$ cat config.mk
export PLATFORM = sky130hd
export DESIGN_NAME = sv_trigger_sequencer
export DESIGN_NICKNAME = d
export VERILOG_FILES = /design/src/rtl/sv_trigger_sequencer.sv
export SDC_FILE = /design/constraint.sdc
export NUM_CORES = 1
export LEC_CHECK = 0
export ABC_AREA = 1
export CORE_MARGIN = 5
export CORE_UTILIZATION = 60
export CTS_BUF_LIST = sky130_fd_sc_hd__clkbuf_8
export CTS_CLUSTER_SIZE = 20
export DETAILED_ROUTE_END_ITERATION = 6
export PLACE_DENSITY = 0.93
export SLEW_MARGIN = 10
export SYNTH_ARGS = -nofsm -noshare
export SYNTH_HDL_FRONTEND = slang
export SYNTH_SLANG_ARGS = --single-unit
export TNS_END_PERCENT = 20
$ cat constraint.sdc
create_clock -name i_clk -period 6.4 [get_ports i_clk]
set_clock_uncertainty 0.2 [all_clocks]
set_input_delay 0.64 -clock i_clk [delete_from_list [all_inputs] [get_ports i_clk]]
set_output_delay 0.64 -clock i_clk [all_outputs]
set_load 0.01 [all_outputs]
$ cat src/rtl/sv_trigger_sequencer.sv
// Camera trigger sequencer: arms on request, turns one event source into fixed-width pulses
// with holdoff and a trigger budget. Optional software force input under TRIG_SW_FORCE_EN.
module sv_trigger_sequencer #(
    parameter int unsigned CNT_W     = 32,
    parameter int unsigned PULSE_LEN = 4
) (
    input  logic             i_clk,
    input  logic             i_aresetn,
    input  logic             i_arm,
    input  logic             i_abort,
    input  logic [1:0]       i_src_sel,
    input  logic             i_ext_edge,
    input  logic             i_enc_step,
    input  logic [CNT_W-1:0] i_enc_div,
    input  logic [CNT_W-1:0] i_period,
    input  logic [CNT_W-1:0] i_holdoff,
    input  logic [CNT_W-1:0] i_num_trig,
`ifdef TRIG_SW_FORCE_EN
    input  logic             i_force,
`endif
    output logic             o_trigger,
    output logic             o_busy,
    output logic             o_done,
    output logic [CNT_W-1:0] o_trig_cnt,
    output logic [CNT_W-1:0] o_missed_cnt
);

    localparam int unsigned PULSE_W = (PULSE_LEN > 1) ? $clog2(PULSE_LEN) : 1;
    localparam logic [PULSE_W-1:0] PULSE_LAST = PULSE_W'(PULSE_LEN - 1);

    typedef enum logic [1:0] {
        StIdle,
        StArmed,
        StPulse,
        StHoldoff
    } state_e;

    state_e state_q, state_d;

    // Shadow configuration, captured on arm.
    logic [1:0]       src_q;
    logic [CNT_W-1:0] enc_div_q;
    logic [CNT_W-1:0] period_q;
    logic [CNT_W-1:0] holdoff_q;
    logic [CNT_W-1:0] num_trig_q;
    logic             latch_cfg;

    logic [CNT_W-1:0]   div_cnt_q, div_cnt_d;
    logic [CNT_W-1:0]   tmr_cnt_q, tmr_cnt_d;
    logic [PULSE_W-1:0] pulse_cnt_q, pulse_cnt_d;
    logic [CNT_W-1:0]   hold_cnt_q, hold_cnt_d;
    logic [CNT_W-1:0]   trig_cnt_q, trig_cnt_d;
    logic [CNT_W-1:0]   missed_cnt_q, missed_cnt_d;
    logic               trigger_q;
    logic               done_q, done_d;

    logic [CNT_W-1:0] enc_div_eff;
    logic [CNT_W-1:0] period_eff;
    logic [CNT_W-1:0] missed_inc;
    logic             src_evt;
    logic             evt;

    assign enc_div_eff = (enc_div_q == '0) ? CNT_W'(1) : enc_div_q;
    assign period_eff  = (period_q == '0) ? CNT_W'(1) : period_q;
    assign missed_inc  = (missed_cnt_q == '1) ? missed_cnt_q : missed_cnt_q + CNT_W'(1);

    // Event sources; divider and timer sit at zero while idle so each arm starts clean.
    always_comb begin
        src_evt   = 1'b0;
        div_cnt_d = div_cnt_q;
        tmr_cnt_d = tmr_cnt_q;
        if (state_q == StIdle) begin
            div_cnt_d = '0;
            tmr_cnt_d = '0;
        end else begin
            unique case (src_q)
                2'd0: src_evt = i_ext_edge;
                2'd1: begin
                    if (i_enc_step) begin
                        if (div_cnt_q == enc_div_eff - CNT_W'(1)) begin
                            src_evt   = 1'b1;
                            div_cnt_d = '0;
                        end else begin
                            div_cnt_d = div_cnt_q + CNT_W'(1);
                        end
                    end
                end
                2'd2: begin
                    if (tmr_cnt_q == period_eff - CNT_W'(1)) begin
                        src_evt   = 1'b1;
                        tmr_cnt_d = '0;
                    end else begin
                        tmr_cnt_d = tmr_cnt_q + CNT_W'(1);
                    end
                end
                default: src_evt = 1'b0;
            endcase
        end
    end

`ifdef TRIG_SW_FORCE_EN
    assign evt = src_evt | i_force;
`else
    assign evt = src_evt;
`endif

    always_comb begin
        state_d      = state_q;
        pulse_cnt_d  = pulse_cnt_q;
        hold_cnt_d   = hold_cnt_q;
        trig_cnt_d   = trig_cnt_q;
        missed_cnt_d = missed_cnt_q;
        done_d       = 1'b0;
        latch_cfg    = 1'b0;
        if (state_q != StIdle && i_abort) begin
            // Counters keep their values so software can read back a stopped sequence.
            state_d = StIdle;
        end else begin
            unique case (state_q)
                StIdle: begin
                    if (i_arm && !i_abort) begin
                        latch_cfg    = 1'b1;
                        trig_cnt_d   = '0;
                        missed_cnt_d = '0;
                        state_d      = StArmed;
                    end
                end
                StArmed: begin
                    if (evt) begin
                        state_d     = StPulse;
                        pulse_cnt_d = '0;
                        trig_cnt_d  = trig_cnt_q + CNT_W'(1);
                    end
                end
                StPulse: begin
                    if (evt) begin
                        missed_cnt_d = missed_inc;
                    end
                    if (pulse_cnt_q == PULSE_LAST) begin
                        if (num_trig_q != '0 && trig_cnt_q == num_trig_q) begin
                            state_d = StIdle;
                            done_d  = 1'b1;
                        end else if (holdoff_q == '0) begin
                            state_d = StArmed;
                        end else begin
                            state_d    = StHoldoff;
                            hold_cnt_d = '0;
                        end
                    end else begin
                        pulse_cnt_d = pulse_cnt_q + PULSE_W'(1);
                    end
                end
                StHoldoff: begin
                    if (evt) begin
                        missed_cnt_d = missed_inc;
                    end
                    if (hold_cnt_q == holdoff_q - CNT_W'(1)) begin
                        state_d = StArmed;
                    end else begin
                        hold_cnt_d = hold_cnt_q + CNT_W'(1);
                    end
                end
                default: state_d = StIdle;
            endcase
        end
    end

    always_ff @(posedge i_clk or negedge i_aresetn) begin
        if (!i_aresetn) begin
            state_q      <= StIdle;
            src_q        <= '0;
            enc_div_q    <= '0;
            period_q     <= '0;
            holdoff_q    <= '0;
            num_trig_q   <= '0;
            div_cnt_q    <= '0;
            tmr_cnt_q    <= '0;
            pulse_cnt_q  <= '0;
            hold_cnt_q   <= '0;
            trig_cnt_q   <= '0;
            missed_cnt_q <= '0;
            trigger_q    <= 1'b0;
            done_q       <= 1'b0;
        end else begin
            state_q      <= state_d;
            div_cnt_q    <= div_cnt_d;
            tmr_cnt_q    <= tmr_cnt_d;
            pulse_cnt_q  <= pulse_cnt_d;
            hold_cnt_q   <= hold_cnt_d;
            trig_cnt_q   <= trig_cnt_d;
            missed_cnt_q <= missed_cnt_d;
            trigger_q    <= (state_d == StPulse);
            done_q       <= done_d;
            if (latch_cfg) begin
                src_q      <= i_src_sel;
                enc_div_q  <= i_enc_div;
                period_q   <= i_period;
                holdoff_q  <= i_holdoff;
                num_trig_q <= i_num_trig;
            end
        end
    end

    assign o_trigger    = trigger_q;
    assign o_busy       = (state_q != StIdle);
    assign o_done       = done_q;
    assign o_trig_cnt   = trig_cnt_q;
    assign o_missed_cnt = missed_cnt_q;

endmodule
* Word-level counts from Yosys, hierarchy flattened
Cells that the tools add are included.
** Operators by class
- $add $sub $neg :: 9
- Eq/ne operators :: 21
- Multiplexer cells :: 43
- Bitwise logic cells :: 1
- Reductions and logical operators :: 24
** Operators by type and width (number)
- 2-to-1 mux 32 bit :: 17
- one-hot mux 32 bit (2 select lines) :: 3
- adder 32 x 1 -> 32 bit (second input constant) :: 5
- == test 32 bit :: 4
- zero test 32 bit :: 3
- subtractor 32 x 1 -> 32 bit (second input constant) :: 3
- == test 32 bit (second input constant) :: 1
- nonzero test 32 bit :: 1
- 2-to-1 mux 2 bit :: 9
- nonzero test 2 bit :: 8
- != test 2 bit (second input constant) :: 7
- 2-to-1 mux 1 bit :: 11
- == test 2 bit (second input constant) :: 5
- one-hot mux 2 bit (4 select lines) :: 1
- AND reduction 4 bit :: 2
- AND reduction 6 bit :: 1
- AND reduction 5 bit :: 1
- == test 2 x 1 -> 1 bit (second input constant) :: 2
- zero test 2 bit :: 2
- != test 2 x 1 -> 1 bit (second input constant) :: 2
- one-hot mux 2 bit (2 select lines) :: 1
- logical AND 1 bit :: 3
- one-hot mux 1 bit (3 select lines) :: 1
- adder 2 x 1 -> 2 bit (second input constant) :: 1
- other kinds (4) :: 4
** Storage, ports and cells
- Flip-flop bits (word level) :: 296
- Input port bits :: 136
- Output and inout bits :: 67
- Word-level logic and storage cells :: 112

* Depth between registers and ports, before layout
- Depth after elaboration :: 12
- Gate-level depth with buffers :: 25
- Mapped depth without buffers :: 24

* Worst setup path before layout
No wires, ideal clock.
- Path type :: register to register
- From :: register enc_div_q[18]
- To :: register missed_cnt_q[26] (netlist: o_missed_cnt[26])
- Setup time :: 0.117 ns
- Arrival time :: 3.072 ns
- Data required time :: 6.083 ns
- Path slack :: 3.011 ns
- Stages on the path, launching flop included :: 26
- Buffers on the path :: 3
- Period minus slack after synthesis :: 3.389 ns
- Cells stage by stage :: dfrtp_1 > nor2_1 > nand2_1 > nor2_1 > nand2_1 > nor2_1 > nor2_2 > buf_4 > ha_1 > nand2_1 > nor2_4 > nand2_2 > nor3_2 > nand2_1 > xor2_1 > nand3_1 > nor2_1 > nand2_1 > nor2_4 > nand4_1 > nand3_2 > nand2_2 > buf_6 > buf_6 > nand3_1 > nand2_1
** On the way
- Longest elaborated chain between the ends :: 10
** RTL lines
- start: declaration :: RTL line 42 : logic [CNT_W-1:0] enc_div_q;
- start signal: assignment :: RTL line 196 : enc_div_q <= i_enc_div;
- zero test 32 bit :: RTL line 63 : assign enc_div_eff = (enc_div_q == '0) ? CNT_W'(1) : enc_div_q;
- 2-to-1 mux 32 bit (*) :: RTL line 63
- subtractor 32 x 1 -> 32 bit (*) :: RTL line 80 : if (div_cnt_q == enc_div_eff - CNT_W'(1)) begin
- == test 32 bit (*) :: RTL line 80
- 2-to-1 mux 1 bit (*) :: RTL line 80
- 2-to-1 mux 1 bit (*) :: RTL line 79 : if (i_enc_step) begin
- one-hot mux 1 bit (3 select lines) (*) :: RTL line 76 : unique case (src_q)
- 2-to-1 mux 1 bit (*) :: RTL line 72 : if (state_q == StIdle) begin
- != test 2 x 1 -> 1 bit (no line) (*)
- AND reduction 5 bit (no line) (*)
- end signal: assignment :: RTL line 191 : missed_cnt_q <= missed_cnt_d;
- end: declaration :: RTL line 53 : logic [CNT_W-1:0] missed_cnt_q, missed_cnt_d;
Mark *: on every way between the ends. The rest lies on a longest branch, timed or not.
A chain may end at the register's enable or synchronous reset.

* Worst setup path in the final report
- From :: register enc_div_q[19]
- To :: register missed_cnt_q[2] (netlist: o_missed_cnt[2])
The elaborated chain is that of the path after synthesis.

==> impl_metrics.json <==
{
  "status": "complete, no violations",
  "wl_per_cell_um": 17.5,
  "clk_pin_slew_ns": 0.07,
  "finalNonFillerCells": 3363,
  "required_ns": 6.74,
  "post-route-util_pct": 71.4,
  "pwr-share-clk_pct": 24.9,
  "seqPwrFrac_pct": 38.8,
  "areaGrowthSynthToFinish_pct": 17.1,
  "syn_inst": 2708,
  "fp-row-count": 66,
  "crit_type": "register to register",
  "numCtsBuffers": 51,
  "place_inst": 3270,
  "min_period_ns": 5.43,
  "clock-sinks": 296,
  "grt_max_degree": 167,
  "hpwl_mm": 43.2,
  "yosysSeqAreaShare_pct": 37.1,
  "setup_violations": 0,
  "synth_top_area_cell": "dfrtp_1",
  "start_util_pct": 61.0,
  "design.die.area_um2": 37000,
  "endpoint_kind": "register",
  "synth_edf_count": 0,
  "pin_count": 203,
  "hold_viol": 0,
  "worst_pin_slew_ns": 1.12,
  "clk_latency_ns": 0.64,
  "post-place-ws_ns": 1.06,
  "core-area_um2": 32700,
  "cts_tree": "built",
  "antenna_found_initial": 1,
  "fin_ws_ns": 0.969,
  "root_buffer": "clkbuf_8",
  "post-layout-total-power_mw": 7.55,
  "overflow": 0,
  "async_flop_share_pct": 100,
  "cts_buffer_depth": 3,
  "holdWs_ns": 0.301,
  "nets": 3028,
  "drt-initial-drc-count": 1895,
  "yosysWarnings": 0,
  "synth_top_area_share_pct": 37.1,
  "synth_area_um2": 19900,
  "cp_max_fo": 45,
  "gp_congestion": 1.02,
  "vias": 19553,
  "chipWidth_um": 192,
  "p_per_area_nw_per_um2": 323,
  "arrival_ns": 5.77,
  "vias_per_cell": 5.81,
  "netSwitchingFraction_pct": 41.2,
  "port_buffers": 202,
  "grt_pass1_wl_mm": 95.6,
  "power_switching_mw": 3.11,
  "syn_area_per_cell_um2": 7.36,
  "grt_use_total_pct": 31.6,
  "grt_pass1_vias": 19169,
  "ys_ff_latch": 296,
  "placed_area_um2": 22200,
  "htree_levels": 2,
  "comb_power_share_pct": 36.3,
  "slew_headroom_pct": 25.4,
  "r2r_slack_ns": 0.97,
  "n_antenna_cell": 0,
  "postCtsResizedCells": 0,
  "syn_nets": 2854,
  "drt_wl_total_mm": 58.7,
  "cp-start-kind": "register",
  "ys.flop_type": "dfrtp_1",
  "route.detailed.drc": 0,
  "rsz0062_at_grt": "false",
  "slew_violations": 0,
  "tns_ns": 0,
  "synthTopCellsByArea": "dfrtp_1 37%, nand2_1 11%, xor2_1 8.2%",
  "die_y_um": 192,
  "p_leak_nw": 9.87,
  "cap_violations": 0,
  "max-vdd-ir-drop_uv": 289,
  "final_area_um2": 23300,
  "layout-drive-gt1-share_pct": 7.98,
  "fmax_ghz": 0.184,
  "drtAntennaViolNets": 0,
  "yosys.cell_types.count": 47,
  "timing.final.crit_share_pct": 84.9,
  "internal_power_mw": 4.44,
  "drtPass1Iterations": 6,
  "hp-class": "register to register"
}
[worst max-delay path, stage by stage (launching register included)]
cell and delay [ns]:
dfrtp_1 0.40, nor2_1 0.09, nand2_1 0.10, nor2_1 0.06, nand2_1 0.12, nor2_1 0.08
nor2_2 0.48, ha_1 0.30, nand2_1 0.14, nor2_4 0.21, nand2_2 0.12, nor3_2 0.17
nand2_1 0.09, xor2_1 0.13, nand3_1 0.08, nor2_1 0.08, nand2_1 0.10, nor2_4 0.36
nand4_1 0.17, nand3_2 0.61, nand2_2 0.48, nand2_4 0.53, nand2_1 0.11, o21ai_1 0.11
[flip-flops by register name, summed over array words and instances (netlist names), 32 cells and up]
signal        flops
num_trig_q       32
period_q         32
holdoff_q        32
o_trig_cnt       32
tmr_cnt_q        32
div_cnt_q        32
o_missed_cnt     32
hold_cnt_q       32
enc_div_q        32
[layout make-up]
cell class                 instances  area, um2
clock buffer                      65        895
clock inverter                    27        205
fill                            2650       9360
inverter                         283       1060
multi-input combinational       2034      11100
sequential                       296       7410
tap                              442        553
timing repair buffer             216       2150
[power by group through the flow]
stage	Sequential [mW]	Clock [mW]	Combinational, mW
floorplan	2.78	0	2.03
global placement	2.90	0	2.60
detailed placement	2.93	0	2.69
CTS	2.90	1.90	2.71
global route	2.98	1.99	3.04
finish	2.93	1.88	2.74
[per-layer routing]
layer / track usage [%] / vias up / wire length [um]
li1: - / 9205 / -
met1: 42.7 / 9300 / 24500
met2: 51.8 / 910 / 27900
met3: 5.35 / 136 / 4580
met4: 10.8 / 2 / 1730
met5: 0 / - / 11
[cells by family (layout without fill, tap and decap cells)]
kind of cell,count (synthesis),in the layout,share of synthesized area (%)
buf+inv,378,591,7.44
fa+ha+maj,10,10,0.627
simple gates,1442,1442,32.7
xor+xnor,268,268,11.8
flops,296,296,37.1
mux,64,64,3.61
compound gates,250,250,6.66
[cells in the mapped netlist, types with 15 or more instances]
master	instances
or2_2	15
inv_1	271
a21oi_1	102
clkbuf_1	54
nand3_1	193
buf_1	20
xnor2_1	81
nor2_2	16
o21ai_0	73
nand4_1	113
nor2_1	354
mux2_2	64
nand2_1	560
xor2_1	186
dfrtp_1	296
nor4_1	42
nand3b_1	21
nor3_1	90
o21ai_1	45
[timing repair]
item,CTS,global route
buffers inserted,0,0
hold buffers,1,0
hold endpoints to repair,84,0
[worst paths after layout]
check                                                 from                           to  cells after the start
worst max-delay path             enc_div_q[19]$_DFFE_PN0P_  o_missed_cnt[2]$_DFFE_PN0P_                     23
worst min-delay path            pulse_cnt_q[1]$_DFFE_PN0P_   pulse_cnt_q[1]$_DFFE_PN0P_                      2
worst max register to register   enc_div_q[19]$_DFFE_PN0P_  o_missed_cnt[2]$_DFFE_PN0P_                     23
worst min register to register  pulse_cnt_q[1]$_DFFE_PN0P_   pulse_cnt_q[1]$_DFFE_PN0P_                      2
max in group asynchronous                        i_aresetn    enc_div_q[15]$_DFFE_PN0P_                      3
min in group asynchronous                        i_aresetn    enc_div_q[11]$_DFFE_PN0P_                      2
[layout by cell type (no fill, tap or decap), types with 3 or more instances in the layout]
master,synthesis,layout
nand2_1,560,560
nor2_1,354,353
dfrtp_1,296,296
inv_1,271,281
clkdlybuf4s50_1,0,201
nand3_1,193,192
xor2_1,186,186
nand4_1,113,113
a21oi_1,102,102
nor3_1,90,90
xnor2_1,81,81
o21ai_0,73,73
clkbuf_8,0,65
mux2_2,64,64
o21ai_1,45,43
nor4_1,42,42
nand3b_1,21,21
nor2_2,16,17
or2_2,15,15
inv_2,12,12
buf_4,8,12
clkinv_2,0,11
o31ai_1,10,10
ha_1,10,10
nor2_4,9,9
nand2_2,6,6
o21bai_1,6,6
nand3_2,4,4
nor3b_1,4,4
o2111ai_1,4,4
or2_1,3,3
or4_1,3,3
o22ai_1,3,3
clkinvlp_4,0,3
bufinv_16,0,3
Note: power is estimated with default switching activity, not from simulation.
